**src/rtl/hs32_reg_ctl_pkg.sv**
```systemverilog
// Shared definitions for the HS32 register-file port controller:
// FSM encoding, register-file geometry and writeback channel IDs.
package hs32_reg_pkg;

   localparam int REG_COUNT = 16;
   localparam int REG_AW    = 4;
   localparam int REG_DW    = 32;

   typedef enum logic {
      ST_INIT = 1'b0,
      ST_RUN  = 1'b1
   } ctl_state_e;

   typedef enum logic {
      WB_ALU = 1'b0,
      WB_LD  = 1'b1
   } wb_id_e;

endpackage

```
**src/rtl/hs32_reg_ctl_if.sv**
```systemverilog
// Bundle of decode-read, writeback and register-file port signals
// around hs32_reg_ctl; slave is the controller side.
interface hs32_reg_ctl_if;
   import hs32_reg_pkg::*;

   logic              rd_valid;
   logic              rd_ready;
   logic [REG_AW-1:0] rd_a1;
   logic [REG_AW-1:0] rd_a2;

   logic              rsp_valid;
   logic [REG_DW-1:0] rsp_d1;
   logic [REG_DW-1:0] rsp_d2;

   logic              wb0_valid;
   logic              wb0_ready;
   logic [REG_AW-1:0] wb0_adr;
   logic [REG_DW-1:0] wb0_din;

   logic              wb1_valid;
   logic              wb1_ready;
   logic [REG_AW-1:0] wb1_adr;
   logic [REG_DW-1:0] wb1_din;

   logic              rf_we;
   logic [REG_AW-1:0] rf_wadr;
   logic [REG_DW-1:0] rf_din;
   logic [REG_AW-1:0] rf_radr1;
   logic [REG_AW-1:0] rf_radr2;
   logic [REG_DW-1:0] rf_dout1;
   logic [REG_DW-1:0] rf_dout2;

   modport slave (
      input  rd_valid, rd_a1, rd_a2,
      output rd_ready,
      output rsp_valid, rsp_d1, rsp_d2,
      input  wb0_valid, wb0_adr, wb0_din,
      output wb0_ready,
      input  wb1_valid, wb1_adr, wb1_din,
      output wb1_ready,
      output rf_we, rf_wadr, rf_din, rf_radr1, rf_radr2,
      input  rf_dout1, rf_dout2
   );

   modport master (
      output rd_valid, rd_a1, rd_a2,
      input  rd_ready,
      input  rsp_valid, rsp_d1, rsp_d2,
      output wb0_valid, wb0_adr, wb0_din,
      input  wb0_ready,
      output wb1_valid, wb1_adr, wb1_din,
      input  wb1_ready,
      input  rf_we, rf_wadr, rf_din, rf_radr1, rf_radr2,
      output rf_dout1, rf_dout2
   );

endinterface

```
**src/rtl/hs32_reg_ctl_arb2.sv**
```systemverilog
// Two-request round-robin arbiter; on a tie the request that was not
// granted last wins. The pointer only moves when en_i accepts a grant.
module hs32_rr_arb2
   import hs32_reg_pkg::*;
(
   input  logic clk,
   input  logic reset,
   input  logic req0_i,
   input  logic req1_i,
   input  logic en_i,
   output logic gnt0_o,
   output logic gnt1_o
);

   wb_id_e last_q;
   wb_id_e last_d;

   always_comb begin
      gnt1_o = req1_i & (~req0_i | (last_q == WB_ALU));
      gnt0_o = req0_i & ~gnt1_o;
      last_d = last_q;
      if (en_i && gnt1_o) begin
         last_d = WB_LD;
      end else if (en_i && gnt0_o) begin
         last_d = WB_ALU;
      end
   end

   always_ff @(posedge clk or posedge reset) begin
      if (reset) begin
         last_q <= WB_LD;
      end else begin
         last_q <= last_d;
      end
   end

endmodule

```
**src/rtl/hs32_reg_ctl.sv**
```systemverilog
// Register-file port controller: post-reset zero sweep, then one grant per
// cycle between a decode read and two round-robin writeback channels.
module hs32_reg_ctl
   import hs32_reg_pkg::*;
#(
   parameter int unsigned WSTREAK    = 4,
   parameter bit          INIT_CLEAR = 1'b1
) (
   input  logic           clk,
   input  logic           reset,
   hs32_reg_ctl_if.slave  bus,
   output logic           busy
);

   localparam int SW = $clog2(WSTREAK + 2);

   ctl_state_e        state_q, state_d;
   logic [REG_AW-1:0] icnt_q, icnt_d;
   logic [SW-1:0]     streak_q, streak_d;
   logic              rsp_valid_q;
   logic              any_wb, rd_gnt, wr_gnt;
   logic              gnt0, gnt1;

   hs32_rr_arb2 u_arb (
      .clk    (clk),
      .reset  (reset),
      .req0_i (bus.wb0_valid),
      .req1_i (bus.wb1_valid),
      .en_i   (wr_gnt),
      .gnt0_o (gnt0),
      .gnt1_o (gnt1)
   );

   assign any_wb = bus.wb0_valid | bus.wb1_valid;

   always_comb begin
      state_d       = state_q;
      icnt_d        = icnt_q;
      streak_d      = streak_q;
      rd_gnt        = 1'b0;
      wr_gnt        = 1'b0;
      bus.rf_we     = 1'b0;
      bus.rf_wadr   = '0;
      bus.rf_din    = '0;
      bus.rd_ready  = 1'b0;
      bus.wb0_ready = 1'b0;
      bus.wb1_ready = 1'b0;
      unique case (state_q)
         ST_INIT: begin
            bus.rf_we   = 1'b1;
            bus.rf_wadr = icnt_q;
            icnt_d      = icnt_q + 1'b1;
            if (icnt_q == REG_AW'(REG_COUNT - 1)) begin
               state_d = ST_RUN;
            end
         end
         ST_RUN: begin
            // A pending read only wins over writes once the streak saturates.
            rd_gnt = bus.rd_valid & (~any_wb | (streak_q == SW'(WSTREAK)));
            wr_gnt = ~rd_gnt & any_wb;
            bus.rd_ready = rd_gnt;
            if (wr_gnt) begin
               bus.rf_we     = 1'b1;
               bus.rf_wadr   = gnt1 ? bus.wb1_adr : bus.wb0_adr;
               bus.rf_din    = gnt1 ? bus.wb1_din : bus.wb0_din;
               bus.wb0_ready = gnt0;
               bus.wb1_ready = gnt1;
            end
            if (!bus.rd_valid || rd_gnt) begin
               streak_d = '0;
            end else if (wr_gnt && (streak_q != SW'(WSTREAK))) begin
               streak_d = streak_q + 1'b1;
            end
         end
         default: state_d = ST_RUN;
      endcase
   end

   always_ff @(posedge clk or posedge reset) begin
      if (reset) begin
         state_q     <= INIT_CLEAR ? ST_INIT : ST_RUN;
         icnt_q      <= '0;
         streak_q    <= '0;
         rsp_valid_q <= 1'b0;
      end else begin
         state_q     <= state_d;
         icnt_q      <= icnt_d;
         streak_q    <= streak_d;
         rsp_valid_q <= bus.rd_valid & bus.rd_ready;
      end
   end

   assign bus.rf_radr1  = bus.rd_a1;
   assign bus.rf_radr2  = bus.rd_a2;
   assign bus.rsp_d1    = bus.rf_dout1;
   assign bus.rsp_d2    = bus.rf_dout2;
   assign bus.rsp_valid = rsp_valid_q;
   assign busy          = (state_q == ST_INIT);

endmodule

```
**src/flat_wrapper.sv**
```systemverilog
// flat-port wrapper written by rule: the top's interface ports become plain ports
module hs32_reg_ctl_flat import hs32_reg_pkg::*;
#(
   parameter int unsigned WSTREAK    = 4,
   parameter bit          INIT_CLEAR = 1'b1
)
  (clk, reset, busy, bus_rd_valid, bus_rd_a1, bus_rd_a2, bus_rd_ready, bus_rsp_valid, bus_rsp_d1, bus_rsp_d2, bus_wb0_valid, bus_wb0_adr, bus_wb0_din, bus_wb0_ready, bus_wb1_valid, bus_wb1_adr, bus_wb1_din, bus_wb1_ready, bus_rf_we, bus_rf_wadr, bus_rf_din, bus_rf_radr1, bus_rf_radr2, bus_rf_dout1, bus_rf_dout2);
  hs32_reg_ctl_if bus_i ();
  input  logic clk;
  input  logic reset;
  output logic busy;
  input wire logic [$bits(bus_i.rd_valid)-1:0] bus_rd_valid;
  input wire logic [$bits(bus_i.rd_a1)-1:0] bus_rd_a1;
  input wire logic [$bits(bus_i.rd_a2)-1:0] bus_rd_a2;
  output wire logic [$bits(bus_i.rd_ready)-1:0] bus_rd_ready;
  output wire logic [$bits(bus_i.rsp_valid)-1:0] bus_rsp_valid;
  output wire logic [$bits(bus_i.rsp_d1)-1:0] bus_rsp_d1;
  output wire logic [$bits(bus_i.rsp_d2)-1:0] bus_rsp_d2;
  input wire logic [$bits(bus_i.wb0_valid)-1:0] bus_wb0_valid;
  input wire logic [$bits(bus_i.wb0_adr)-1:0] bus_wb0_adr;
  input wire logic [$bits(bus_i.wb0_din)-1:0] bus_wb0_din;
  output wire logic [$bits(bus_i.wb0_ready)-1:0] bus_wb0_ready;
  input wire logic [$bits(bus_i.wb1_valid)-1:0] bus_wb1_valid;
  input wire logic [$bits(bus_i.wb1_adr)-1:0] bus_wb1_adr;
  input wire logic [$bits(bus_i.wb1_din)-1:0] bus_wb1_din;
  output wire logic [$bits(bus_i.wb1_ready)-1:0] bus_wb1_ready;
  output wire logic [$bits(bus_i.rf_we)-1:0] bus_rf_we;
  output wire logic [$bits(bus_i.rf_wadr)-1:0] bus_rf_wadr;
  output wire logic [$bits(bus_i.rf_din)-1:0] bus_rf_din;
  output wire logic [$bits(bus_i.rf_radr1)-1:0] bus_rf_radr1;
  output wire logic [$bits(bus_i.rf_radr2)-1:0] bus_rf_radr2;
  input wire logic [$bits(bus_i.rf_dout1)-1:0] bus_rf_dout1;
  input wire logic [$bits(bus_i.rf_dout2)-1:0] bus_rf_dout2;
  assign bus_i.rd_valid = bus_rd_valid;
  assign bus_i.rd_a1 = bus_rd_a1;
  assign bus_i.rd_a2 = bus_rd_a2;
  assign bus_rd_ready = bus_i.rd_ready;
  assign bus_rsp_valid = bus_i.rsp_valid;
  assign bus_rsp_d1 = bus_i.rsp_d1;
  assign bus_rsp_d2 = bus_i.rsp_d2;
  assign bus_i.wb0_valid = bus_wb0_valid;
  assign bus_i.wb0_adr = bus_wb0_adr;
  assign bus_i.wb0_din = bus_wb0_din;
  assign bus_wb0_ready = bus_i.wb0_ready;
  assign bus_i.wb1_valid = bus_wb1_valid;
  assign bus_i.wb1_adr = bus_wb1_adr;
  assign bus_i.wb1_din = bus_wb1_din;
  assign bus_wb1_ready = bus_i.wb1_ready;
  assign bus_rf_we = bus_i.rf_we;
  assign bus_rf_wadr = bus_i.rf_wadr;
  assign bus_rf_din = bus_i.rf_din;
  assign bus_rf_radr1 = bus_i.rf_radr1;
  assign bus_rf_radr2 = bus_i.rf_radr2;
  assign bus_i.rf_dout1 = bus_rf_dout1;
  assign bus_i.rf_dout2 = bus_rf_dout2;
  hs32_reg_ctl #(.WSTREAK(WSTREAK), .INIT_CLEAR(INIT_CLEAR)) u_core (.clk(clk), .reset(reset), .bus(bus_i), .busy(busy));
endmodule
```
**config.mk**
```make
export PLATFORM = sky130hd
export DESIGN_NAME = hs32_reg_ctl_flat
export DESIGN_NICKNAME = d
export VERILOG_FILES = /design/src/rtl/hs32_reg_ctl_pkg.sv /design/src/rtl/hs32_reg_ctl_if.sv /design/src/rtl/hs32_reg_ctl_arb2.sv /design/src/rtl/hs32_reg_ctl.sv /design/src/flat_wrapper.sv
export SDC_FILE = /design/constraint.sdc
export NUM_CORES = 1
export LEC_CHECK = 0
export CAP_MARGIN = 20
export CORE_AREA = 4 4 99 101
export CTS_CLUSTER_DIAMETER = 50
export DETAILED_ROUTE_END_ITERATION = 7
export DIE_AREA = 0 0 103 105
export DONT_BUFFER_PORTS = 1
export GPL_TIMING_DRIVEN = 1
export PLACE_DENSITY = 0.35
export SLEW_MARGIN = 20
export SYNTH_ARGS = -nofsm -noshare
export SYNTH_HDL_FRONTEND = slang
export SYNTH_SLANG_ARGS = --single-unit
export TNS_END_PERCENT = 20
```
**constraint.sdc**
```tcl
create_clock -name clk -period 1.85 [get_ports clk]
set_input_delay 0.185 -clock clk [delete_from_list [all_inputs] [get_ports clk]]
set_output_delay 0.185 -clock clk [all_outputs]
set_load 0.01 [all_outputs]
```
==> results of run 1 <==
worst max-delay path, stage by stage, from the launching register on:
cell	delay [ns]
dfstp_2	0.56
a21bo_4	0.19
buf_12	0.15
mux2i_2	0.23
o2bb2ai_1	0.08
buf_4	0.14
logic make-up after synthesis:
group,Yosys count,share of synthesized area (%)
compound gates,44,20.83
xor+xnor,3,1.509
fa+ha+maj,3,2.155
buf+inv,89,37.79
flops,10,14.44
mux,7,4.095
simple gates,81,19.18
worst min path at each step:
| stage | startpoint | endpoint | slack, ns | depth (start not counted) |
|---|---|---|---|---|
| final | bus_wb0_valid | u_core.u_arb.last_q | 0.05 | 1 |
| after global routing | bus_wb0_valid | u_core.u_arb.last_q | 0.04 | 1 |
| after CTS | bus_wb0_valid | u_core.u_arb.last_q | 0.04 | 1 |
| after detailed placement | reset | u_core.icnt_q[1] | 0.1 | 1 |
| after global placement | reset | u_core.icnt_q[1] | 0.1 | 1 |
| after floorplan | reset | u_core.bus.rsp_valid | 0.02 | 1 |
power by group through the flow:
| stage | Sequential [µW] | Clock [µW] | Combinational [µW] |
|---|---|---|---|
| 2_1_floorplan | 239 | 0 | 440 |
| 3_3_place_gp | 241 | 0 | 361 |
| 3_5_place_dp | 241 | 0 | 364 |
| 4_1_cts | 237 | 249 | 369 |
| 5_1_grt | 238 | 261 | 456 |
| 6_report | 237 | 241 | 413 |
placed cells by master (no fill, tap or decap):
| master | n |
|---|---|
| o22ai_1 | 1 |
| mux2i_2 | 2 |
| clkbuf_1 | 1 |
| buf_12 | 3 |
| clkbuf_16 | 2 |
| dfstp_2 | 1 |
| nor2_1 | 2 |
| or2_1 | 1 |
| a31oi_1 | 2 |
| dfrtp_1 | 9 |
| clkinv_1 | 1 |
| a41oi_1 | 1 |
| nand3_4 | 1 |
| buf_8 | 1 |
| o2bb2ai_1 | 2 |
| nand3_1 | 2 |
| xnor2_1 | 3 |
| a21oi_2 | 30 |
| ha_1 | 2 |
| diode_2 | 1 |
| inv_1 | 4 |
| dlygate4sd3_1 | 1 |
| nor2_2 | 1 |
| nand3_2 | 1 |
| buf_4 | 15 |
| a21bo_4 | 1 |
| ha_2 | 1 |
| mux2i_1 | 4 |
| nand4_1 | 3 |
| o2bb2ai_2 | 2 |
| a21oi_1 | 4 |
| clkbuf_8 | 3 |
| mux2_2 | 1 |
| a21boi_2 | 1 |
| nand2_1 | 70 |
registers in the layout, summed over array words and instances (netlist names):
name,flops
u_core.bus.rsp_valid,1
u_core.icnt_q,4
u_core.state_q,1
u_core.streak_q,3
u_core.u_arb.last_q,1
metal layers:
| metal | wire length (µm) | part of all wire, % | global-route usage (%) | vias up |
|---|---|---|---|---|
| li1 | - | - | - | 584 |
| met1 | 2111 | 36 | 10.63 | 592 |
| met2 | 2530 | 44 | 12.42 | 84 |
| met3 | 851 | 15 | 6.475 | 36 |
| met4 | 280 | 4.8 | 5.643 | 6 |
| met5 | 36 | 0.62 | 0 | - |
stage by stage:
stage / hold slack (ns) / setup TNS [ns]
after global placement: 0.09789 / 0
after floorplan: 0.02446 / 0
after global routing: 0.03599 / -0.01007
after CTS: 0.03959 / 0
after detailed placement: 0.09841 / 0
final: 0.04841 / 0
area by class of cell:
type / count / area (µm²) / share of cell area [%]
Antenna cell: 1 / 2.502 / 0.1590
Clock buffer: 4 / 45.04 / 2.862
Tap cell: 111 / 138.9 / 8.824
Inverter: 5 / 18.77 / 1.192
Multi-Input combinational cell: 138 / 869.6 / 55.25
Timing Repair Buffer: 22 / 247.7 / 15.74
Sequential cell: 10 / 251.5 / 15.98
what timing repair did:
action | 4_1_cts | 5_1_grt
gates resized for setup | 3 | 10
setup buffers | 0 | 2
setup endpoints to repair | 9 | 14
endpoints found under the hold margin | 9 | 0
gates cloned | 0 | 2
hold buffers | 1 | 0
pin swaps | 0 | 1
==> flow_summary_export.csv, run 1 <==
group,metric,value,unit
cells_and_area,postLayoutCellArea,1574,µm²
routing,vias_per_cell,4.474,
logic_synthesis,syn_avg_cell_area,7.349,µm²
cts,cts-root-buf,"clkbuf_8",
floorplanning,core_area,9021,µm²
power,pwr-share-clk,27.1,%
logic_synthesis,yosys-top-cells-count,"75 x buf_4, 70 x nand2_1, 29 x a21oi_2",
cts,cts_buffer_depth,2,
cts,cts_sinks,10,
logic_synthesis,ys_async_sr_fraction,100.0,%
setup_path,critPathLaunch,"u_core.u_arb.last_q",
placement,io_buffers,0,
setup_path,rr_startpoint,"u_core.state_q",
power,switching_share,38.02,%
cells_and_area,final_nets,332,
setup_path,startpoint_type,"flip-flop",
cts,cts_buffers,3,
routing,final_antenna_net_count,0,
logic_synthesis,synth_cell_types,26,
sta,slew_headroom,72.57,%
logic_synthesis,ys_seq_area_share,14.44,%
routing,wire_per_inst,19.97,µm
floorplanning,die_y,105,µm
routing,initialDrtViolationCount,63,
routing,wl,5.810,mm
power,power,891.1,µW
sta,hold_violations,0,
setup_path,worst_setup_path_end_kind,"output port",
sta,finalCriticalPeriod,1.769,ns
flow_run,maxCapViolations,0,
power,power_switching,338.8,µW
min_path,hp-class,"in -> reg",
floorplanning,die_area,10820,µm²
sta,finalSetupViolCount,0,
logic_synthesis,synth_edf_count,0,
setup_path,rr_worst_depth,3,
logic_synthesis,ys_ff_latch,10,
grt,overflow,0,
setup_path,criticalPathCategory,"reg -> out",
cts,cts_max_level,1,
routing,route.detailed.drc,0,
grt,grt_max_degree,38,
grt,grt_pass1_vias,1262,
power,cellLeakagePower,0.0006464,µW
logic_synthesis,netlist_top_cells_area,"buf_4 32%, nand2_1 15%, a21oi_2 15%",
setup_path,cp-endpoint,"bus_rf_wadr[3]",
floorplanning,rows,35,
cts,cts.reportedPaths.clkPinSlew,0.05,ns
sta,skew,0.003460,ns
power,power_frac_comb,46.3,%
floorplanning,ios,263,
routing,vias,1302,
setup_path,cp.required,1.66,ns
power,cellInternalPower,552.3,µW
power,power_density,566.2,nW/µm²
setup_path,ff2ff_setup_slack,0.51,ns
sta,drv_slew,0,
grt,grt_pass1_wl,7.583,mm
logic_synthesis,synth_most_common_cell,"buf_4",
placement,dp_hpwl,4.579,mm
sta,fin_ws,0.08084,ns
grt,antenna_found_initial,3,
logic_synthesis,synth_area,1742,µm²
floorplanning,die_width,103,µm
cts,clk_latency,0.24,ns
status,status,"complete, no violations",
cells_and_area,fillers,1016,
placement,dpl_cell_area,1381,µm²
cells_and_area,drive_above_1_share,36.87,%
cells_and_area,postLayoutCoreUtil,17.45,%
sta,period_share,95.63,%
placement,pre_cts_ws,0.1706,ns
cells_and_area,area_growth,-9.626,%
grt,track_usage,9.316,%
power,p_seq_share,26.6,%
logic_synthesis,syn-num-nets,389,
setup_path,crit_fanout,8,
logic_synthesis,yosysWarnings,0,
logic_synthesis,yosys.area.top_type,"buf_4",
routing,dr.pass1.iters,4,
placement,place_inst,281,
cts,cts_tree,"done",
setup_path,crit_arrival,1.58,ns
sta,worst_pin_slew,0.4110,ns
cells_and_area,fin_cells,291,
placement,globalplace.congestion,0.7121,
sta,fmax,565.2,MHz
power,ir_drop,0.3689,mV
logic_synthesis,synthFlopType,"dfrtp_1",
logic_synthesis,yosys.area.top_type_share,32.33,%
logic_synthesis,postSynthCellCount,237,
floorplanning,start_util,19.31,%
setup_path,r2r-end,"u_core.streak_q[2]",
No activity file was read; power rests on OpenSTA's default activity.
==> run 2: changes to the inputs <==
Settings changed: ABC_CLOCK_PERIOD_IN_PS from default to 1850, CAP_MARGIN 20 to default.
==> results of run 2 <==
No change in the layout: final DEF, timing and power equal those of run 1.
